## config.mk

```make
export PLATFORM = sky130hd
export DESIGN_NAME = tsmp_merge
export DESIGN_NICKNAME = d
export VERILOG_FILES = /design/src/rtl/tsmp_pkg.sv /design/src/rtl/tsmp_frame_fifo.sv /design/src/rtl/tsmp_merge.sv
export SDC_FILE = /design/constraint.sdc
export NUM_CORES = 2
export LEC_CHECK = 0
export CAP_MARGIN = 0
export CORE_UTILIZATION = 30
export DETAILED_ROUTE_END_ITERATION = 8
export DONT_BUFFER_PORTS = 1
export PLACE_DENSITY = 0.53
export SLEW_MARGIN = 5
export SYNTH_ARGS = -nofsm -noshare
export SYNTH_HDL_FRONTEND = slang
export SYNTH_SLANG_ARGS = --single-unit
```

## constraint.sdc

```tcl
create_clock -name i_clk -period 15.4 [get_ports i_clk]
set_clock_uncertainty 0.2 [all_clocks]
set_input_delay 3.08 -clock i_clk [delete_from_list [all_inputs] [get_ports i_clk]]
set_output_delay 3.08 -clock i_clk [all_outputs]
set_load 0.05 [all_outputs]
```

## src/rtl/tsmp_pkg.sv

```systemverilog
// ---------------------------------------------------------------------------
// tsmp_pkg
// Shared definitions for the TSMP egress merge path: delimiter position,
// TSMP type codes, EtherType, source indices and the state encodings used
// by the per-source write sides and the output arbiter.
// ---------------------------------------------------------------------------
package tsmp_pkg;

    // Frame delimiter bit of a 9-bit TSMP word (set on head and tail words).
    localparam int TSMP_DELIM_BIT = 8;

    // TSMP type codes carried in the frame header.
    localparam logic [7:0] TSMP_TYPE_READ   = 8'h00;
    localparam logic [7:0] TSMP_TYPE_WRITE  = 8'h01;
    localparam logic [7:0] TSMP_TYPE_CONFIG = 8'h16;
    localparam logic [7:0] TSMP_TYPE_NONE   = 8'hff;

    localparam logic [15:0] TSMP_ETHERTYPE = 16'hff01;

    // Response sources merged toward the MAC.
    localparam int   TSMP_NUM_SRC = 2;
    localparam logic SRC_HCP      = 1'b0;
    localparam logic SRC_PLC      = 1'b1;

    typedef enum logic [1:0] {
        ARB_IDLE = 2'd0,
        ARB_SEND = 2'd1,
        ARB_GAP  = 2'd2
    } arb_state_t;

    typedef enum logic [1:0] {
        WR_OUT     = 2'd0,
        WR_IN      = 2'd1,
        WR_DISCARD = 2'd2
    } wr_state_t;

endpackage

```

## src/rtl/tsmp_frame_fifo.sv

```systemverilog
// ---------------------------------------------------------------------------
// tsmp_frame_fifo
// Per-source frame FIFO. Words of a frame are written at a tentative pointer
// and only become visible to the reader when the tail is written (commit).
// A frame that does not fit is rolled back and the remainder discarded.
//
// Ports
//   i_clk, i_rst      clock, asynchronous active-high reset
//   iv_data/i_data_wr incoming framed word and its valid
//   i_rd_en           pop one committed word; data appears next cycle
//   i_frame_done      reader has consumed a complete frame
//   ov_rd_data        registered read data
//   ov_frame_cnt      number of complete frames held
//   o_drop            one-cycle pulse per dropped frame
// ---------------------------------------------------------------------------
module tsmp_frame_fifo
    import tsmp_pkg::*;
#(
    parameter int DATA_WIDTH = TSMP_DELIM_BIT + 1,
    parameter int FIFO_AW    = 7
) (
    input  logic                  i_clk,
    input  logic                  i_rst,
    input  logic [DATA_WIDTH-1:0] iv_data,
    input  logic                  i_data_wr,
    input  logic                  i_rd_en,
    input  logic                  i_frame_done,
    output logic [DATA_WIDTH-1:0] ov_rd_data,
    output logic [FIFO_AW:0]      ov_frame_cnt,
    output logic                  o_drop
);

    localparam logic [FIFO_AW:0] DEPTH = {1'b1, {FIFO_AW{1'b0}}};

    logic [DATA_WIDTH-1:0] mem [2**FIFO_AW];
    logic [DATA_WIDTH-1:0] rd_data_reg;

    logic [FIFO_AW:0] wr_ptr_commit_reg, wr_ptr_commit_next;
    logic [FIFO_AW:0] wr_ptr_tent_reg, wr_ptr_tent_next;
    logic [FIFO_AW:0] rd_ptr_reg, rd_ptr_next;
    logic [FIFO_AW:0] frame_cnt_reg, frame_cnt_next;
    wr_state_t        wr_state_reg, wr_state_next;

    logic             is_delim;
    logic             full;
    logic             mem_we;
    logic             commit;
    logic             drop;

    assign is_delim = iv_data[DATA_WIDTH-1];
    // Fill is measured against the tentative pointer so an in-progress frame
    // counts toward occupancy; the extra pointer bit separates full from empty.
    assign full     = ((wr_ptr_tent_reg - rd_ptr_reg) == DEPTH);

    always_comb begin
        wr_state_next    = wr_state_reg;
        wr_ptr_tent_next = wr_ptr_tent_reg;
        mem_we           = 1'b0;
        commit           = 1'b0;
        drop             = 1'b0;
        if (i_data_wr) begin
            case (wr_state_reg)
                WR_OUT: begin
                    if (is_delim) begin
                        if (full) begin
                            // No room even for the head: discard through the tail.
                            drop          = 1'b1;
                            wr_state_next = WR_DISCARD;
                        end else begin
                            mem_we           = 1'b1;
                            wr_ptr_tent_next = wr_ptr_tent_reg + 1'b1;
                            wr_state_next    = WR_IN;
                        end
                    end
                end
                WR_IN: begin
                    if (full) begin
                        drop             = 1'b1;
                        wr_ptr_tent_next = wr_ptr_commit_reg;
                        wr_state_next    = WR_DISCARD;
                    end else begin
                        mem_we           = 1'b1;
                        wr_ptr_tent_next = wr_ptr_tent_reg + 1'b1;
                        if (is_delim) begin
                            commit        = 1'b1;
                            wr_state_next = WR_OUT;
                        end
                    end
                end
                WR_DISCARD: begin
                    if (is_delim) begin
                        wr_state_next = WR_OUT;
                    end
                end
                default: wr_state_next = WR_OUT;
            endcase
        end
    end

    always_comb begin
        wr_ptr_commit_next = commit ? (wr_ptr_tent_reg + 1'b1) : wr_ptr_commit_reg;
        rd_ptr_next        = i_rd_en ? (rd_ptr_reg + 1'b1) : rd_ptr_reg;
        frame_cnt_next     = frame_cnt_reg;
        case ({commit, i_frame_done})
            2'b10:   frame_cnt_next = frame_cnt_reg + 1'b1;
            2'b01:   frame_cnt_next = frame_cnt_reg - 1'b1;
            default: frame_cnt_next = frame_cnt_reg;
        endcase
    end

    always_ff @(posedge i_clk or posedge i_rst) begin
        if (i_rst) begin
            wr_state_reg      <= WR_OUT;
            wr_ptr_commit_reg <= '0;
            wr_ptr_tent_reg   <= '0;
            rd_ptr_reg        <= '0;
            frame_cnt_reg     <= '0;
        end else begin
            wr_state_reg      <= wr_state_next;
            wr_ptr_commit_reg <= wr_ptr_commit_next;
            wr_ptr_tent_reg   <= wr_ptr_tent_next;
            rd_ptr_reg        <= rd_ptr_next;
            frame_cnt_reg     <= frame_cnt_next;
        end
    end

    // Storage with registered read; no reset so it maps onto block RAM.
    always_ff @(posedge i_clk) begin
        if (mem_we) begin
            mem[wr_ptr_tent_reg[FIFO_AW-1:0]] <= iv_data;
        end
        if (i_rd_en) begin
            rd_data_reg <= mem[rd_ptr_reg[FIFO_AW-1:0]];
        end
    end

    assign ov_rd_data   = rd_data_reg;
    assign ov_frame_cnt = frame_cnt_reg;
    assign o_drop       = drop;

endmodule

```

## src/rtl/tsmp_merge.sv

```systemverilog
// ---------------------------------------------------------------------------
// tsmp_merge
// Merges TSMP response frames from the HCP and PLC into one framed 9-bit
// stream toward the MAC. Each source has a frame FIFO; a round-robin
// arbiter sends whole committed frames back-to-back with IFG_CYCLES idle
// cycles after each one.
//
// Ports
//   i_clk, i_rst                    clock, asynchronous active-high reset
//   iv_data_hcp / i_data_wr_hcp     HCP response word and valid
//   iv_data_plc / i_data_wr_plc     PLC response word and valid
//   ov_data / o_data_wr             merged word (0 when not valid) and valid
//   ov_drop_cnt_hcp/_plc            overflow drops per source   (stats build)
//   ov_tx_frame_cnt                 frames transmitted          (stats build)
//
// Optional feature: define TSMP_MERGE_STATS_EN to add the saturating
// statistics counters and their ports.
// ---------------------------------------------------------------------------
module tsmp_merge
    import tsmp_pkg::*;
#(
    parameter int DATA_WIDTH = TSMP_DELIM_BIT + 1,
    parameter int FIFO_AW    = 7,
    parameter int IFG_CYCLES = 2,
    parameter int CNT_W      = 16
) (
    input  logic                  i_clk,
    input  logic                  i_rst,
    input  logic [DATA_WIDTH-1:0] iv_data_hcp,
    input  logic                  i_data_wr_hcp,
    input  logic [DATA_WIDTH-1:0] iv_data_plc,
    input  logic                  i_data_wr_plc,
    output logic [DATA_WIDTH-1:0] ov_data,
    output logic                  o_data_wr
`ifdef TSMP_MERGE_STATS_EN
    ,
    output logic [CNT_W-1:0]      ov_drop_cnt_hcp,
    output logic [CNT_W-1:0]      ov_drop_cnt_plc,
    output logic [CNT_W-1:0]      ov_tx_frame_cnt
`endif
);

    localparam int IFG_W = (IFG_CYCLES > 1) ? $clog2(IFG_CYCLES) : 1;

    logic [DATA_WIDTH-1:0]   src_data  [TSMP_NUM_SRC];
    logic [DATA_WIDTH-1:0]   rd_data   [TSMP_NUM_SRC];
    logic [FIFO_AW:0]        frame_cnt [TSMP_NUM_SRC];
    logic [TSMP_NUM_SRC-1:0] src_wr;
    logic [TSMP_NUM_SRC-1:0] src_avail;
    logic [TSMP_NUM_SRC-1:0] src_drop;
    logic [TSMP_NUM_SRC-1:0] rd_en;
    logic [TSMP_NUM_SRC-1:0] frame_done;

    arb_state_t       state_reg, state_next;
    logic             grant_reg, grant_next;
    logic             last_grant_reg, last_grant_next;
    logic             first_reg, first_next;
    logic             valid_reg;
    logic [IFG_W-1:0] ifg_cnt_reg, ifg_cnt_next;
    logic             pick;
    logic             tx_tail;
    logic [DATA_WIDTH-1:0] out_word;

    assign src_data[SRC_HCP] = iv_data_hcp;
    assign src_data[SRC_PLC] = iv_data_plc;
    assign src_wr[SRC_HCP]   = i_data_wr_hcp;
    assign src_wr[SRC_PLC]   = i_data_wr_plc;

    for (genvar gi = 0; gi < TSMP_NUM_SRC; gi++) begin : g_src
        tsmp_frame_fifo #(
            .DATA_WIDTH (DATA_WIDTH),
            .FIFO_AW    (FIFO_AW)
        ) u_fifo (
            .i_clk        (i_clk),
            .i_rst        (i_rst),
            .iv_data      (src_data[gi]),
            .i_data_wr    (src_wr[gi]),
            .i_rd_en      (rd_en[gi]),
            .i_frame_done (frame_done[gi]),
            .ov_rd_data   (rd_data[gi]),
            .ov_frame_cnt (frame_cnt[gi]),
            .o_drop       (src_drop[gi])
        );
        assign src_avail[gi] = |frame_cnt[gi];
    end

    // The word on the output this cycle was read from the granted FIFO in the
    // previous cycle; its delimiter (past the head) marks the tail.
    assign out_word = rd_data[grant_reg];

    always_comb begin
        state_next      = state_reg;
        grant_next      = grant_reg;
        last_grant_next = last_grant_reg;
        first_next      = first_reg;
        ifg_cnt_next    = ifg_cnt_reg;
        rd_en           = '0;
        frame_done      = '0;
        tx_tail         = 1'b0;
        pick            = SRC_HCP;
        case (state_reg)
            ARB_IDLE: begin
                if (src_avail[SRC_HCP] && src_avail[SRC_PLC]) begin
                    pick = ~last_grant_reg;
                end else if (src_avail[SRC_PLC]) begin
                    pick = SRC_PLC;
                end
                if (|src_avail) begin
                    grant_next      = pick;
                    last_grant_next = pick;
                    first_next      = 1'b1;
                    rd_en[pick]     = 1'b1;
                    state_next      = ARB_SEND;
                end
            end
            ARB_SEND: begin
                first_next = 1'b0;
                if (out_word[DATA_WIDTH-1] && !first_reg) begin
                    // Tail is on the output: stop reading and release the frame.
                    frame_done[grant_reg] = 1'b1;
                    tx_tail               = 1'b1;
                    ifg_cnt_next          = '0;
                    state_next            = (IFG_CYCLES == 0) ? ARB_IDLE : ARB_GAP;
                end else begin
                    rd_en[grant_reg] = 1'b1;
                end
            end
            ARB_GAP: begin
                if (ifg_cnt_reg == IFG_W'(IFG_CYCLES - 1)) begin
                    state_next = ARB_IDLE;
                end else begin
                    ifg_cnt_next = ifg_cnt_reg + 1'b1;
                end
            end
            default: state_next = ARB_IDLE;
        endcase
    end

    always_ff @(posedge i_clk or posedge i_rst) begin
        if (i_rst) begin
            state_reg      <= ARB_IDLE;
            grant_reg      <= SRC_HCP;
            // Seeded as if PLC went last so HCP wins the first tie.
            last_grant_reg <= SRC_PLC;
            first_reg      <= 1'b0;
            valid_reg      <= 1'b0;
            ifg_cnt_reg    <= '0;
        end else begin
            state_reg      <= state_next;
            grant_reg      <= grant_next;
            last_grant_reg <= last_grant_next;
            first_reg      <= first_next;
            valid_reg      <= |rd_en;
            ifg_cnt_reg    <= ifg_cnt_next;
        end
    end

    assign o_data_wr = valid_reg;
    assign ov_data   = valid_reg ? out_word : '0;

`ifdef TSMP_MERGE_STATS_EN
    logic [CNT_W-1:0] tx_cnt_reg;

    for (genvar gi = 0; gi < TSMP_NUM_SRC; gi++) begin : g_drop
        logic [CNT_W-1:0] cnt_reg;
        always_ff @(posedge i_clk or posedge i_rst) begin
            if (i_rst) begin
                cnt_reg <= '0;
            end else if (src_drop[gi] && (cnt_reg != '1)) begin
                cnt_reg <= cnt_reg + 1'b1;
            end
        end
    end

    always_ff @(posedge i_clk or posedge i_rst) begin
        if (i_rst) begin
            tx_cnt_reg <= '0;
        end else if (tx_tail && (tx_cnt_reg != '1)) begin
            tx_cnt_reg <= tx_cnt_reg + 1'b1;
        end
    end

    assign ov_drop_cnt_hcp = g_drop[0].cnt_reg;
    assign ov_drop_cnt_plc = g_drop[1].cnt_reg;
    assign ov_tx_frame_cnt = tx_cnt_reg;
`endif

endmodule
```

# ---- After elaboration in Yosys (flattened, before gate mapping)
# Memories as Yosys holds them, arrays and structs flattened. A register that Yosys moved wholly into a read port is not among the register bits.
# Index checks and enable logic that the tools add are counted.
dict set report totals {
  register_bits 75
  mem_bits_rw 2304
  in_bits 22
  out_inout_bits 10
  wordCells 146
  n_memories 2
}
# memory words width rd rd_clocked_by_memory_dff write_ports line_no
set mem_list {}
lappend mem_list {{g_src[0].u_fifo.mem} 128 9 1 1 1 tsmp_frame_fifo.sv:35} ;# logic [DATA_WIDTH-1:0] mem [2**FIFO_AW];
lappend mem_list {{g_src[1].u_fifo.mem} 128 9 1 1 1 tsmp_frame_fifo.sv:35}
dict set report classes {
  add_sub_neg 11
  n_lt_le_gt_ge 5
  eq_ne 19
  muxes 65
  bitwise 2
  n_reduce_logical 26
}
# operator n
set op_table {}
lappend op_table {{$pmux W8 S2} 4}
lappend op_table {{$add A8 B1 Y8 const B} 6}
lappend op_table {{$mux W8} 6}
lappend op_table {{$mux W9} 4}
lappend op_table {{$mux W2} 15}
lappend op_table {{$mux W1} 26}
lappend op_table {{$pmux W2 S3} 3}
lappend op_table {{$eq A8 B8 Y1 const B} 2}
lappend op_table {{$reduce_or A16 Y1} 1}
lappend op_table {{$reduce_or A8 Y1} 2}
lappend op_table {{$sub A8 B1 Y8 const B} 2}
lappend op_table {{$sub A8 B8 Y8} 2}
lappend op_table {{$ne A2 B2 Y1 const B} 7}
lappend op_table {{$reduce_bool A2 Y1} 6}
lappend op_table {{$eq A2 B1 Y1 const B} 5}
lappend op_table {{$eq A2 B2 Y1 const B} 5}
lappend op_table {{$reduce_and A2 Y1} 5}
lappend op_table {{$pmux W1 S2} 4}
lappend op_table {{$reduce_and A4 Y1} 2}
lappend op_table {{$logic_not A2 Y1} 3}
lappend op_table {{$logic_and A1 B1 Y1} 4}
lappend op_table {{$lt A1 B2 Y1 const B} 2}
lappend op_table {{$pmux W2 S2} 1}
lappend op_table {{$reduce_and A3 Y1} 1}
lappend op_table {{other kinds (8)} 10}

# ---- Longest topological paths before layout
dict set report depth {
  ltp_word 11
  depth_mapped 23
  mapped_depth_nobuf 18
}

# ---- Modules after synthesis
# Synthesis repeated with hierarchy kept, for this count alone.
dict set report hier_totals {
  cells_unflattened 4232
  area_unflattened_um2 94272.9
}
# mod n_inst cells_each area_per_inst_um2 seq_area_each_um2
set modules_own_cells {}
lappend modules_own_cells {{tsmp_frame_fifo at g_src[0].u_fifo} 1 2142 46947.5 35714.3}
lappend modules_own_cells {{tsmp_frame_fifo at g_src[1].u_fifo} 1 2034 46778.6 35714.3}
lappend modules_own_cells {tsmp_merge 1 56 546.8 176.4}

# ---- Least setup slack after synthesis
# No wires, ideal clock.
dict set report synth_timing {
  kind {input to register}
  startpoint {input port i_data_wr_hcp}
  endpoint {register g_src[0].u_fifo.frame_cnt_reg[7]}
  setup_ns 0.080
  arrival_ns 5.509
  required_ns 15.120
  setup_slack_ns 9.611
  stages 11
  path_buffers 0
  path_cell_list {nor2b_1 > nand4_1 > ha_1 > ha_1 > a21o_1 > a21oi_1 > nand2b_1 > a21oi_1 > o41ai_1 > mux2i_1 > xnor2_1}
}
dict set report synth_between {
  elab_chain_len 3
  word_cells_on_any_way 5
  classes_between {eq/ne (2); mux (2); reduce/logical (1)}
}
# item line_no
set synth_rtl {}
lappend synth_rtl {{from (decl)} tsmp_merge.sv:30} ;# input logic i_data_wr_hcp,
lappend synth_rtl {{$mux W1 (*)} tsmp_frame_fifo.sv:61} ;# if (i_data_wr) begin
lappend synth_rtl {{$eq A2 B1 Y1 / $eq A2 B2 Y1 (equally long branches)} tsmp_frame_fifo.sv:104} ;# case ({commit, i_frame_done})
lappend synth_rtl {{$pmux W8 S2 / $reduce_bool A2 Y1 (equally long branches)} -}
lappend synth_rtl {{to (signal assigned)} tsmp_frame_fifo.sv:123} ;# frame_cnt_reg <= frame_cnt_next;
lappend synth_rtl {{to (decl)} tsmp_frame_fifo.sv:41} ;# logic [FIFO_AW:0] frame_cnt_reg, frame_cnt_next;
# Mark *: on every way between the ends. The rest lies on a longest branch, timed or not.
# A chain may end at the register's enable or synchronous reset.

# ---- Worst setup path in the final report
dict set report layout_timing {
  startpoint {register grant_reg}
  endpoint {output port ov_data[0]}
}
dict set report layout_between {
  elab_chain_len 5
}
# item line_no
set layout_rtl {}
lappend layout_rtl {{from (decl)} tsmp_merge.sv:55} ;# logic grant_reg, grant_next;
lappend layout_rtl {{from (signal assigned)} tsmp_merge.sv:150} ;# grant_reg <= grant_next;
lappend layout_rtl {{$not A1 Y2 (implied by the code)} tsmp_merge.sv:89} ;# assign out_word = rd_data[grant_reg];
lappend layout_rtl {{$mux W9 (implied by the code) (3 in a row)} tsmp_merge.sv:89}
lappend layout_rtl {{$mux W9} tsmp_merge.sv:159} ;# assign ov_data = valid_reg ? out_word : '0;
lappend layout_rtl {{to (decl)} tsmp_merge.sv:33} ;# output logic [DATA_WIDTH-1:0] ov_data,
# No other way between the ends. The select of a mux whose other input is x is not followed.

==> qor.yml <==
min_path_type: "flip-flop to flip-flop"
hpwl_um: 128000
synth_nets: 4495
drv_slew: 0
hold_viol_final: 0
power.density_mw_per_mm2: 174
path_clk_slew_ns: 0.06
rsz0062_at_grt: "no"
worstPathArrival_ns: 2.86
ys_types: 76
first_pass_iters: 6
final_area_mm2: 0.106
p_sw_mw: 5.71
fin_nets: 4531
ir_worst_vdd_uv: 184
drt_iter0_markers: 4420
max_stage_delay_ns: 0.81
avgSynthCellArea_um2: 21.2
io-pin-count: 32
clk-insertion-delay-late_ns: 0.91
antenna_found_initial: 2
regToRegStartpoint: "g_src[1].u_fifo.rd_ptr_reg[4]"
yosys-top-cells-area: "edfxtp_1 74%, mux4_2 14%, dfrtp_1 2.0%"
largest_reg_flops: 2304
pre_cts_ws_ns: 9.07
yosys_warnings: 0
utilization: 0.340
power_mw: 18.4
drc: 0
fp-row-count: 205
holdBufCountCts: 0
total_leakage_power_nw: 32.3
worstRegToRegCells: 15
register_area_mm2: 0.0716
maxCapViolCount: 0
met3_wirelength_um: 12700
clkSinkCount: 2397
worstSetupStartpointType: "flip-flop"
worst_slack_ns: 9.26
synth_enable_flop_cells: 2322
core_area_mm2: 0.312
dominantRegCellSynth: "edfxtp_1"
routed-wl-met2_um: 106000
yosys.area.top_type: "edfxtp_1"
maxSlewHeadroom: 0.222
drt-vias-per-instance: 5.05
die_x_um: 562
wl_met1_um: 101000
wl_per_cell_um: 25.6
reg2reg_slack_ns: 9.45
synthToLayoutAreaGrowth_pct: 12.7
ys_ff_latch: 2397
syn_inst: 4444
required_ns: 12.12
post_cts_resized: 0
clkPwrFrac: 0.303
setup_viol: 0
synth-seq-area-share: 0.761
postCtsSetupBuffers: 0
clock.fmax_ghz: 0.163
fillCellCount: 29100
finalSetupTns_ns: 0
intPower_mw: 12.7
io_buffers: 0
drt-total-wl_um: 225000
hold_start: "g_src[0].u_fifo.ov_frame_cnt[7]"
synthArstFlopShare: 0.0313
gp_congestion: 0.822
cp_slowest_cell: "nor2b_1"
finalCriticalPeriod_ns: 6.14
htreeDepth: 4
final_layout_size_suffix_gt1_frac: 0.219
r2r-end: "g_src[1].u_fifo.ov_frame_cnt[7]"
period_share: 0.399
cts-root-buf: "clkbuf_16"
cts-buffers-inserted: 233
dpl_cell_area_mm2: 0.0987
outcome: "finished clean"
overflow: 0
cts_tree: "yes"
sw_frac_of_total: 0.310
crit_path_end: "ov_data[0]"
top_layer: "met4"
grt_pass1_wl_um: 329000
grt_max_degree: 149
die_y_um: 562
multi_input_area_mm2: 0.0214
path_cells: "mux2i_1, nor2b_1"
crit_path_end_kind: "output port"
worst_slew_pin_slew_ns: 1.16
ant_nets: 0
synth_top_area_share: 0.741
cts_buffer_depth: 4
start_util: 0.302
power_frac_seq: 0.415
dieArea_mm2: 0.316
critical_path_class: "flip-flop to output port"
dr_total_vias: 44400
synth_area_mm2: 0.0941
grt_usage: 0.141
grt_pass1_vias: 45500
crit_fanout: 14
cp-startpoint: "grant_reg"
pwr-share-comb: 0.282
[worst max-delay path: cells and delay by family, from the launching register on]
family        cells  cell delay [ns]
mux               1             0.37
simple gates      1             0.81
flops             1             0.76
[power by group through the flow]
stage / Combinational (mW) / Sequential, mW / Clock, mW
4_1_cts: 5.26 / 7.66 / 5.72
2_1_floorplan: 3.62 / 7.58 / 0
6_report: 5.19 / 7.66 / 5.60
3_3_place_gp: 5.22 / 7.79 / 0
5_1_grt: 5.47 / 7.69 / 5.95
3_5_place_dp: 5.24 / 7.80 / 0
[cells in the final DEF, fill, tap and decap left out, drive strengths merged, types with 21 or more instances in the layout]
cell type	n
inv	44
dfrtp	74
o21ai	48
a221oi	37
a22o	37
clkbuf	281
buf	47
edfxtp	2322
nand2	58
o221ai	90
a21oi	46
mux4	594
mux2	27
mux2i	172
nand3	59
ha	28
clkinv	94
xnor2	32
nor3	21
o22ai	22
bufinv	21
nor2	307
[stage by stage]
step / std cells / hold slack (ns)
CTS: 8796 / 0.268
global route: 8797 / 0.271
global placement: 8385 / 0.263
detailed placement: 8385 / 0.260
floorplan: 4444 / 0.238
finish: 8797 / 0.267
[synthesized netlist by cell type, types with 7 or more instances]
master / instances
nor2_1: 307
dfrtp_1: 74
mux2_2: 19
xnor2_1: 32
buf_2: 68
mux4_2: 594
and3_1: 9
nand3_1: 57
nor4_1: 7
a22oi_1: 7
clkbuf_1: 156
buf_4: 7
xor2_1: 16
or4_1: 7
a21oi_1: 46
nand4_1: 12
buf_1: 14
o211ai_1: 20
a22o_1: 37
o22ai_1: 22
o221ai_1: 90
edfxtp_1: 2322
a221oi_1: 37
nand2_1: 57
inv_1: 36
o21ai_0: 47
mux2_1: 8
nor2b_1: 17
nor3_1: 20
mux2i_1: 172
ha_1: 28
o32ai_1: 18
[cells by family after synthesis]
| family | count (synthesis) | synth area share |
|---|---|---|
| mux | 793 | 0.164 |
| simple gates | 529 | 0.0254 |
| buf+inv | 284 | 0.0125 |
| xor+xnor | 48 | 0.00447 |
| compound gates | 364 | 0.0290 |
| fa+ha+maj | 29 | 0.00394 |
| flops | 2397 | 0.761 |
[area by class of cell]
cell class / count / share of cell area
timing repair buffer: 47 / 0.00380
inverter: 38 / 0.00139
antenna: 1 / 0.0000236
sequential: 2397 / 0.675
tap: 4140 / 0.0488
clock buffer: 281 / 0.0577
clock inverter: 130 / 0.0114
multi-input combinational: 1763 / 0.201
[metal layers]
metal	global-route usage	up-vias
met3	0.0223	332
met2	0.222	1339
li1	-	18700
met1	0.201	24000
met4	0.0407	0
met5	0	-
[worst min path at each step]
stage / endpoint / slack, ns / cells after the start
after CTS: g_src[0].u_fifo.ov_frame_cnt[7] / 0.27 / 1
after global placement: g_src[0].u_fifo.rd_ptr_reg[4] / 0.26 / 1
final: g_src[0].u_fifo.ov_frame_cnt[7] / 0.27 / 1
after global routing: g_src[0].u_fifo.ov_frame_cnt[7] / 0.27 / 1
after detailed placement: g_src[0].u_fifo.ov_frame_cnt[7] / 0.26 / 1
after floorplan: g_src[0].u_fifo.ov_frame_cnt[7] / 0.24 / 1
Note: power is estimated with default switching activity, not from simulation.
